[config.mk]
export PLATFORM = sky130hd
export DESIGN_NAME = async_client
export DESIGN_NICKNAME = d
export VERILOG_FILES = /design/src/rtl/async_hs_pkg.sv /design/src/rtl/hs_sync.sv /design/src/rtl/async_client.sv
export SDC_FILE = /design/constraint.sdc
export NUM_CORES = 1
export LEC_CHECK = 0
export CORE_ASPECT_RATIO = 0.9
export CORE_UTILIZATION = 45
export CTS_CLUSTER_DIAMETER = 60
export DETAILED_ROUTE_END_ITERATION = 10
export PLACE_DENSITY = 0.82
export SLEW_MARGIN = 5
export SYNTH_ARGS = -nofsm -noshare
export SYNTH_HDL_FRONTEND = slang
export SYNTH_HIERARCHICAL = 1
export SYNTH_SLANG_ARGS = --single-unit
[constraint.sdc]
create_clock -name clk -period 4.7 [get_ports clk]
set_input_delay 0.47 -clock clk [delete_from_list [all_inputs] [get_ports clk]]
set_output_delay 0.47 -clock clk [all_outputs]
set_load 0.02 [all_outputs]
[src/rtl/async_hs_pkg.sv]
// ============================================================================
// Module      : async_hs_pkg
// Description : Shared types for the 4-phase req/ack client/server pair.
// Revision    : 1.0 - initial release
// ============================================================================
`default_nettype none

package async_hs_pkg;

    localparam int HS_DW = 32;

    typedef enum logic [2:0] {
        IDLE   = 3'd0,
        SETUP  = 3'd1,
        REQ_HI = 3'd2,
        REQ_LO = 3'd3,
        ABORT  = 3'd4
    } client_state_t;

endpackage

`default_nettype wire

[src/rtl/hs_sync.sv]
// ============================================================================
// Module      : hs_sync
// Description : N-flop single-bit synchroniser with asynchronous reset.
// Revision    : 1.0 - initial release
// ============================================================================
`default_nettype none

module hs_sync #(
    parameter int STAGES = 2
) (
    input  logic clk,
    input  logic rst,
    input  logic d_i,
    output logic q_o
);

    logic [STAGES-1:0] sync_q;

    always_ff @(posedge clk or posedge rst) begin
        if (rst) begin
            sync_q <= '0;
        end else begin
            sync_q <= {sync_q[STAGES-2:0], d_i};
        end
    end

    assign q_o = sync_q[STAGES-1];

endmodule

`default_nettype wire

[src/rtl/async_client.sv]
// ============================================================================
// Module      : async_client
// Description : Initiator end of a 4-phase req/ack handshake with watchdog.
// Revision    : 1.0 - initial release
// ============================================================================
`default_nettype none

module async_client
    import async_hs_pkg::*;
#(
    parameter int DW           = HS_DW,
    parameter int SYNC_STAGES  = 2,
    parameter int SETUP_CYCLES = 2,
    parameter int TIMEOUT      = 1024
) (
    input  logic          clk,
    input  logic          rst,
    input  logic          cmd_valid,
    output logic          cmd_ready,
    input  logic [DW-1:0] cmd_data,
    output logic          rsp_valid,
    input  logic          rsp_ready,
    output logic [DW-1:0] rsp_data,
    output logic          req,
    input  logic          ack,
    output logic [DW-1:0] data_out,
    input  logic [DW-1:0] data_in,
    output logic          busy,
    output logic          timeout_err,
    input  logic          err_clr
);

    localparam int CNT_W_TO = (TIMEOUT < 1) ? 1 : $clog2(TIMEOUT + 1);
    localparam int CNT_W_SU = $clog2(SETUP_CYCLES + 1);
    localparam int CNT_W    = (CNT_W_TO > CNT_W_SU) ? CNT_W_TO : CNT_W_SU;

    localparam logic [CNT_W-1:0] CNT_SETUP = CNT_W'(SETUP_CYCLES);
    localparam logic [CNT_W-1:0] CNT_EXP   = CNT_W'(TIMEOUT - 1);
    localparam logic [CNT_W-1:0] CNT_MAX   = {CNT_W{1'b1}};

    client_state_t state_q;
    logic [CNT_W-1:0] cnt_q;
    logic             req_q;
    logic [DW-1:0]    data_out_q;
    logic [DW-1:0]    rsp_data_q;
    logic             rsp_valid_q;
    logic             timeout_err_q;
    logic             ack_s;
    logic             wd_expired;

    hs_sync #(
        .STAGES (SYNC_STAGES)
    ) u_ack_sync (
        .clk (clk),
        .rst (rst),
        .d_i (ack),
        .q_o (ack_s)
    );

    // Watchdog disabled entirely when TIMEOUT is zero.
    assign wd_expired = (TIMEOUT != 0) && (cnt_q == CNT_EXP);

    assign cmd_ready   = (state_q == IDLE) && !rsp_valid_q && !ack_s;
    assign busy        = (state_q != IDLE);
    assign req         = req_q;
    assign data_out    = data_out_q;
    assign rsp_valid   = rsp_valid_q;
    assign rsp_data    = rsp_data_q;
    assign timeout_err = timeout_err_q;

    always_ff @(posedge clk or posedge rst) begin
        if (rst) begin
            state_q       <= IDLE;
            cnt_q         <= '0;
            req_q         <= 1'b0;
            data_out_q    <= '0;
            rsp_data_q    <= '0;
            rsp_valid_q   <= 1'b0;
            timeout_err_q <= 1'b0;
        end else begin
            // Clears come first so a same-cycle set below takes precedence.
            if (rsp_valid_q && rsp_ready) rsp_valid_q <= 1'b0;
            if (err_clr) timeout_err_q <= 1'b0;

            case (state_q)
                IDLE: begin
                    if (cmd_valid && cmd_ready) begin
                        data_out_q <= cmd_data;
                        cnt_q      <= '0;
                        state_q    <= SETUP;
                    end
                end
                SETUP: begin
                    if (cnt_q == CNT_SETUP) begin
                        req_q   <= 1'b1;
                        cnt_q   <= '0;
                        state_q <= REQ_HI;
                    end else begin
                        cnt_q <= cnt_q + 1'b1;
                    end
                end
                REQ_HI: begin
                    if (ack_s) begin
                        rsp_data_q  <= data_in;
                        rsp_valid_q <= 1'b1;
                        req_q       <= 1'b0;
                        cnt_q       <= '0;
                        state_q     <= REQ_LO;
                    end else if (wd_expired) begin
                        timeout_err_q <= 1'b1;
                        req_q         <= 1'b0;
                        state_q       <= ABORT;
                    end else if (cnt_q != CNT_MAX) begin
                        cnt_q <= cnt_q + 1'b1;
                    end
                end
                REQ_LO: begin
                    if (!ack_s) begin
                        state_q <= IDLE;
                    end else if (wd_expired) begin
                        timeout_err_q <= 1'b1;
                        state_q       <= ABORT;
                    end else if (cnt_q != CNT_MAX) begin
                        cnt_q <= cnt_q + 1'b1;
                    end
                end
                ABORT: begin
                    if (!ack_s) state_q <= IDLE;
                end
                default: begin
                    req_q   <= 1'b0;
                    state_q <= IDLE;
                end
            endcase
        end
    end

endmodule

`default_nettype wire

==> results.py <==
metrics = {
    "status": {
        "outcome": "finished, final reports clean",
    },
    "placement": {
        "place_worst_setup_slack_ns": 2.14,
        "dp_hpwl_um": 6060,
        "place.detailed.instances": 498,
        "place.gp.congestion": 0.847,
        "portBuffers": 138,
    },
    "grt": {
        "grt_first_pass_wirelength_um": 13000,
        "global_route.overflow_total": 0,
        "grt_start_max_net_pins": 54,
        "antenna_found_initial": 0,
        "globalRouteTotalUtil": 0.211,
        "first_global_vias": 2755,
    },
    "synthesis": {
        "leading_post_synthesis_cells_by_cell_area": "sky130_fd_sc_hd__dfrtp_1 (59%), sky130_fd_sc_hd__mux2_2 (20%), sky130_fd_sc_hd__o21ai_0 (2.1%)",
        "synth_enable_flop_cells": 0,
        "fraction_of_synthesized_cell_area_taken_by_the_top_area_cell_type": 0.590,
        "synth.yosys.warnings": 6,
        "yosysTopAreaCell": "sky130_fd_sc_hd__dfrtp_1",
        "seq_area_frac_synth": 0.590,
        "syn_nets": 344,
        "syn_area_um2": 3520,
        "synth-seq-cells": 83,
        "synth-async-reset-ratio": 1.00,
        "synthFlopType": "sky130_fd_sc_hd__dfrtp_1",
        "ys_types": 41,
        "post_synth.cell_area_avg_um2": 12.9,
        "syn_inst": 272,
    },
    "final_layout": {
        "final_layout_size_suffix_gt1_frac": 0.218,
        "final_nets": 485,
        "area.growth.synth_to_final_pct": 48.0,
        "instances_no_fill": 514,
        "filler_cell_count": 551,
        "final_core_util": 0.691,
        "area_occupied_by_multi_input_gates_um2": 1370,
        "antenna_cells_inserted": 0,
        "combined_flip_flop_and_latch_cell_area_um2": 2080,
    },
    "timing": {
        "fin_crit_sh": 0.571,
        "worst_clock_skew_ns": 0.0124,
        "finalSetupViolCount": 0,
        "finalSetupTns_ns": 0,
        "worst_slack_ns": 2.02,
        "worst-slew-pin-transition_ns": 1.09,
        "normalized_max_slew_margin": 0.270,
        "finalCriticalPeriod_ns": 2.68,
        "drv_slew": 0,
        "hold_viol_final": 0,
        "setup_repair_after_global_routing_missed_its_margin": "false",
        "max_freq_mhz": 373,
    },
    "cts": {
        "clock_tree.root_cell": "sky130_fd_sc_hd__clkbuf_8",
        "clock_path_buffers": 2,
        "clock_tree.htree_level_count": 3,
        "postCtsHoldBufs": 0,
        "cts_num_sinks": 83,
        "postCtsSetupBuffers": 0,
        "worstSkewPairLatency_ns": 0.35,
        "cts_made_buffers": 9,
        "clock_tree_from_tritoncts": "built",
        "number_of_gates_resized_after_cts": 0,
        "cts.reportedPaths.clkPinSlew_ns": 0.09,
    },
    "setup_path": {
        "crit_path_max_fanout": 14,
        "worst_setup_path_start_kind": "flip-flop",
        "timing.setup.critical_path_class": "flip-flop to output port",
        "timing.critical_path.required_ns": 4.23,
        "arrival_ns": 2.21,
        "crit_end_element": "output port",
    },
    "routing": {
        "wl_per_cell_um": 16.1,
        "drc": 0,
        "vias_per_cell": 5.36,
        "wirelength_um": 8280,
        "antenna_left": 0,
        "detailed_router_iteration_count_before_antenna_repair": 4,
        "vias": 2756,
        "initialDrtViolationCount": 175,
    },
    "run": {
        "max_cap_violations": 0,
    },
    "floorplanning": {
        "row_count": 30,
        "io-pin-count": 139,
        "core_um2": 7540,
        "die_area_um2": 8180,
        "floorplan.die.height_um": 85.9,
        "floorplan.initialDensity": 0.467,
        "die_w_um": 95.2,
    },
    "pwr": {
        "power_density_nw_per_um2": 253,
        "static-leakage-power_nw": 2.39,
        "peakVddDrop_mv": 0.226,
    },
    "worst_hold_path": {
        "class_of_the_worst_hold_path": "input port to asynchronous set/reset pin",
    },
}
==> layout by cell type, fill, tap and decap left out, types with 2 or more instances in the layout <==
cell,n
sky130_fd_sc_hd__clkdlybuf4s50_1,138
sky130_fd_sc_hd__dfrtp_1,83
sky130_fd_sc_hd__mux2_2,64
sky130_fd_sc_hd__o21ai_0,15
sky130_fd_sc_hd__nand2_1,13
sky130_fd_sc_hd__a21oi_1,11
sky130_fd_sc_hd__clkbuf_8,10
sky130_fd_sc_hd__inv_1,8
sky130_fd_sc_hd__nor2_1,7
sky130_fd_sc_hd__nand3_1,6
sky130_fd_sc_hd__nor3_1,5
sky130_fd_sc_hd__nand2b_1,5
sky130_fd_sc_hd__or3_1,4
sky130_fd_sc_hd__nand4_1,4
sky130_fd_sc_hd__a211oi_1,3
sky130_fd_sc_hd__o311ai_0,3
sky130_fd_sc_hd__buf_4,3
sky130_fd_sc_hd__nor2b_1,2
sky130_fd_sc_hd__or4_1,2
sky130_fd_sc_hd__a31oi_1,2
sky130_fd_sc_hd__ha_1,2
sky130_fd_sc_hd__clkinv_4,2
==> worst max-delay path, stage by stage (launching register included) <==
cell and delay, ns:
sky130_fd_sc_hd__dfrtp_1 0.52, sky130_fd_sc_hd__or3_1 0.47, sky130_fd_sc_hd__nor3_1 0.21, sky130_fd_sc_hd__clkdlybuf4s50_1 0.67
==> cell families after synthesis <==
group | Yosys count | synth area share
multiplexers | 64 | 0.205
AND/OR/NAND/NOR | 58 | 0.0896
buffers and inverters | 20 | 0.0224
AO/OA/AOI/OAI | 45 | 0.0864
adder cells (fa/ha/maj) | 2 | 0.00711
flip-flops | 83 | 0.590
==> cell type report <==
type | count | share of cell area
Clock inverter | 6 | 0.0139
Clock buffer | 10 | 0.0264
Multi-Input combinational cell | 169 | 0.262
Sequential cell | 83 | 0.398
Timing Repair Buffer | 141 | 0.269
Inverter | 9 | 0.00648
Tap cell | 96 | 0.0230
==> synthesized netlist by cell type (2+ instances only) <==
| master | instances |
|---|---|
| sky130_fd_sc_hd__nand4_1 | 4 |
| sky130_fd_sc_hd__clkbuf_1 | 5 |
| sky130_fd_sc_hd__buf_2 | 3 |
| sky130_fd_sc_hd__or3_1 | 4 |
| sky130_fd_sc_hd__inv_1 | 9 |
| sky130_fd_sc_hd__a31oi_1 | 2 |
| sky130_fd_sc_hd__nand2b_1 | 5 |
| sky130_fd_sc_hd__buf_1 | 3 |
| sky130_fd_sc_hd__or4_1 | 2 |
| sky130_fd_sc_hd__nand2_1 | 13 |
| sky130_fd_sc_hd__a21oi_1 | 11 |
| sky130_fd_sc_hd__nor2_1 | 8 |
| sky130_fd_sc_hd__nor3_1 | 5 |
| sky130_fd_sc_hd__dfrtp_1 | 83 |
| sky130_fd_sc_hd__nand3_1 | 6 |
| sky130_fd_sc_hd__a211oi_1 | 3 |
| sky130_fd_sc_hd__o21ai_0 | 15 |
| sky130_fd_sc_hd__nor2b_1 | 2 |
| sky130_fd_sc_hd__o311ai_0 | 3 |
| sky130_fd_sc_hd__ha_1 | 2 |
| sky130_fd_sc_hd__mux2_2 | 64 |
==> sequential cells by signal, summed over array words and instances (netlist names) <==
register	flops
rsp_data	32
timeout_err	1
state_q	3
rsp_valid	1
cnt_q	11
data_out	32
req	1
u_ack_sync/sync_q	2
==> per-layer routing <==
metal  share of wire  wire length [um]  global-route usage
met5               0                 0                   0
met4           0.013               104              0.0620
met3            0.11               923               0.104
met2            0.48              3960               0.325
met1            0.40              3290               0.261
==> worst paths after layout <==
kind                                                      from                              to  slack, ns  depth (start not counted)
worst min register to register  u_ack_sync/sync_q[0]$_DFF_PP0_  u_ack_sync/sync_q[1]$_DFF_PP0_       0.37                          0
worst min-delay path                                       rst  u_ack_sync/sync_q[0]$_DFF_PP0_       0.32                          2
min in group clk                u_ack_sync/sync_q[0]$_DFF_PP0_  u_ack_sync/sync_q[1]$_DFF_PP0_       0.37                          0
worst max-delay path                    state_q[2]$_DFFE_PP0P_                       cmd_ready       2.02                          3
worst max register to register            cnt_q[0]$_DFFE_PP0P_            cnt_q[2]$_DFFE_PP0P_       2.40                          7
max in group asynchronous                                  rst            cnt_q[9]$_DFFE_PP0P_       2.95                          3
==> through the flow <==
stage / power, W / cell area, um^2 / hold WS (ns)
2_1_floorplan: 0.000742 / 3520 / 0.211
3_3_place_gp: 0.000803 / 5000 / 0.335
3_5_place_dp: 0.000805 / 5000 / 0.347
4_1_cts: 0.00133 / 5210 / 0.310
5_1_grt: 0.00136 / 5210 / 0.315
6_report: 0.00132 / 5210 / 0.319
==> report_power, final <==
group          leakage [nW]  internal, W  switching (W)  total (W)
registers              1.15     0.000714    0.000000962   0.000715
clock network         0.109     0.000266       0.000262   0.000528
logic                  1.13    0.0000514      0.0000225  0.0000740
total                  2.39      0.00103       0.000285    0.00132
Note: power is estimated with default switching activity, not from simulation.
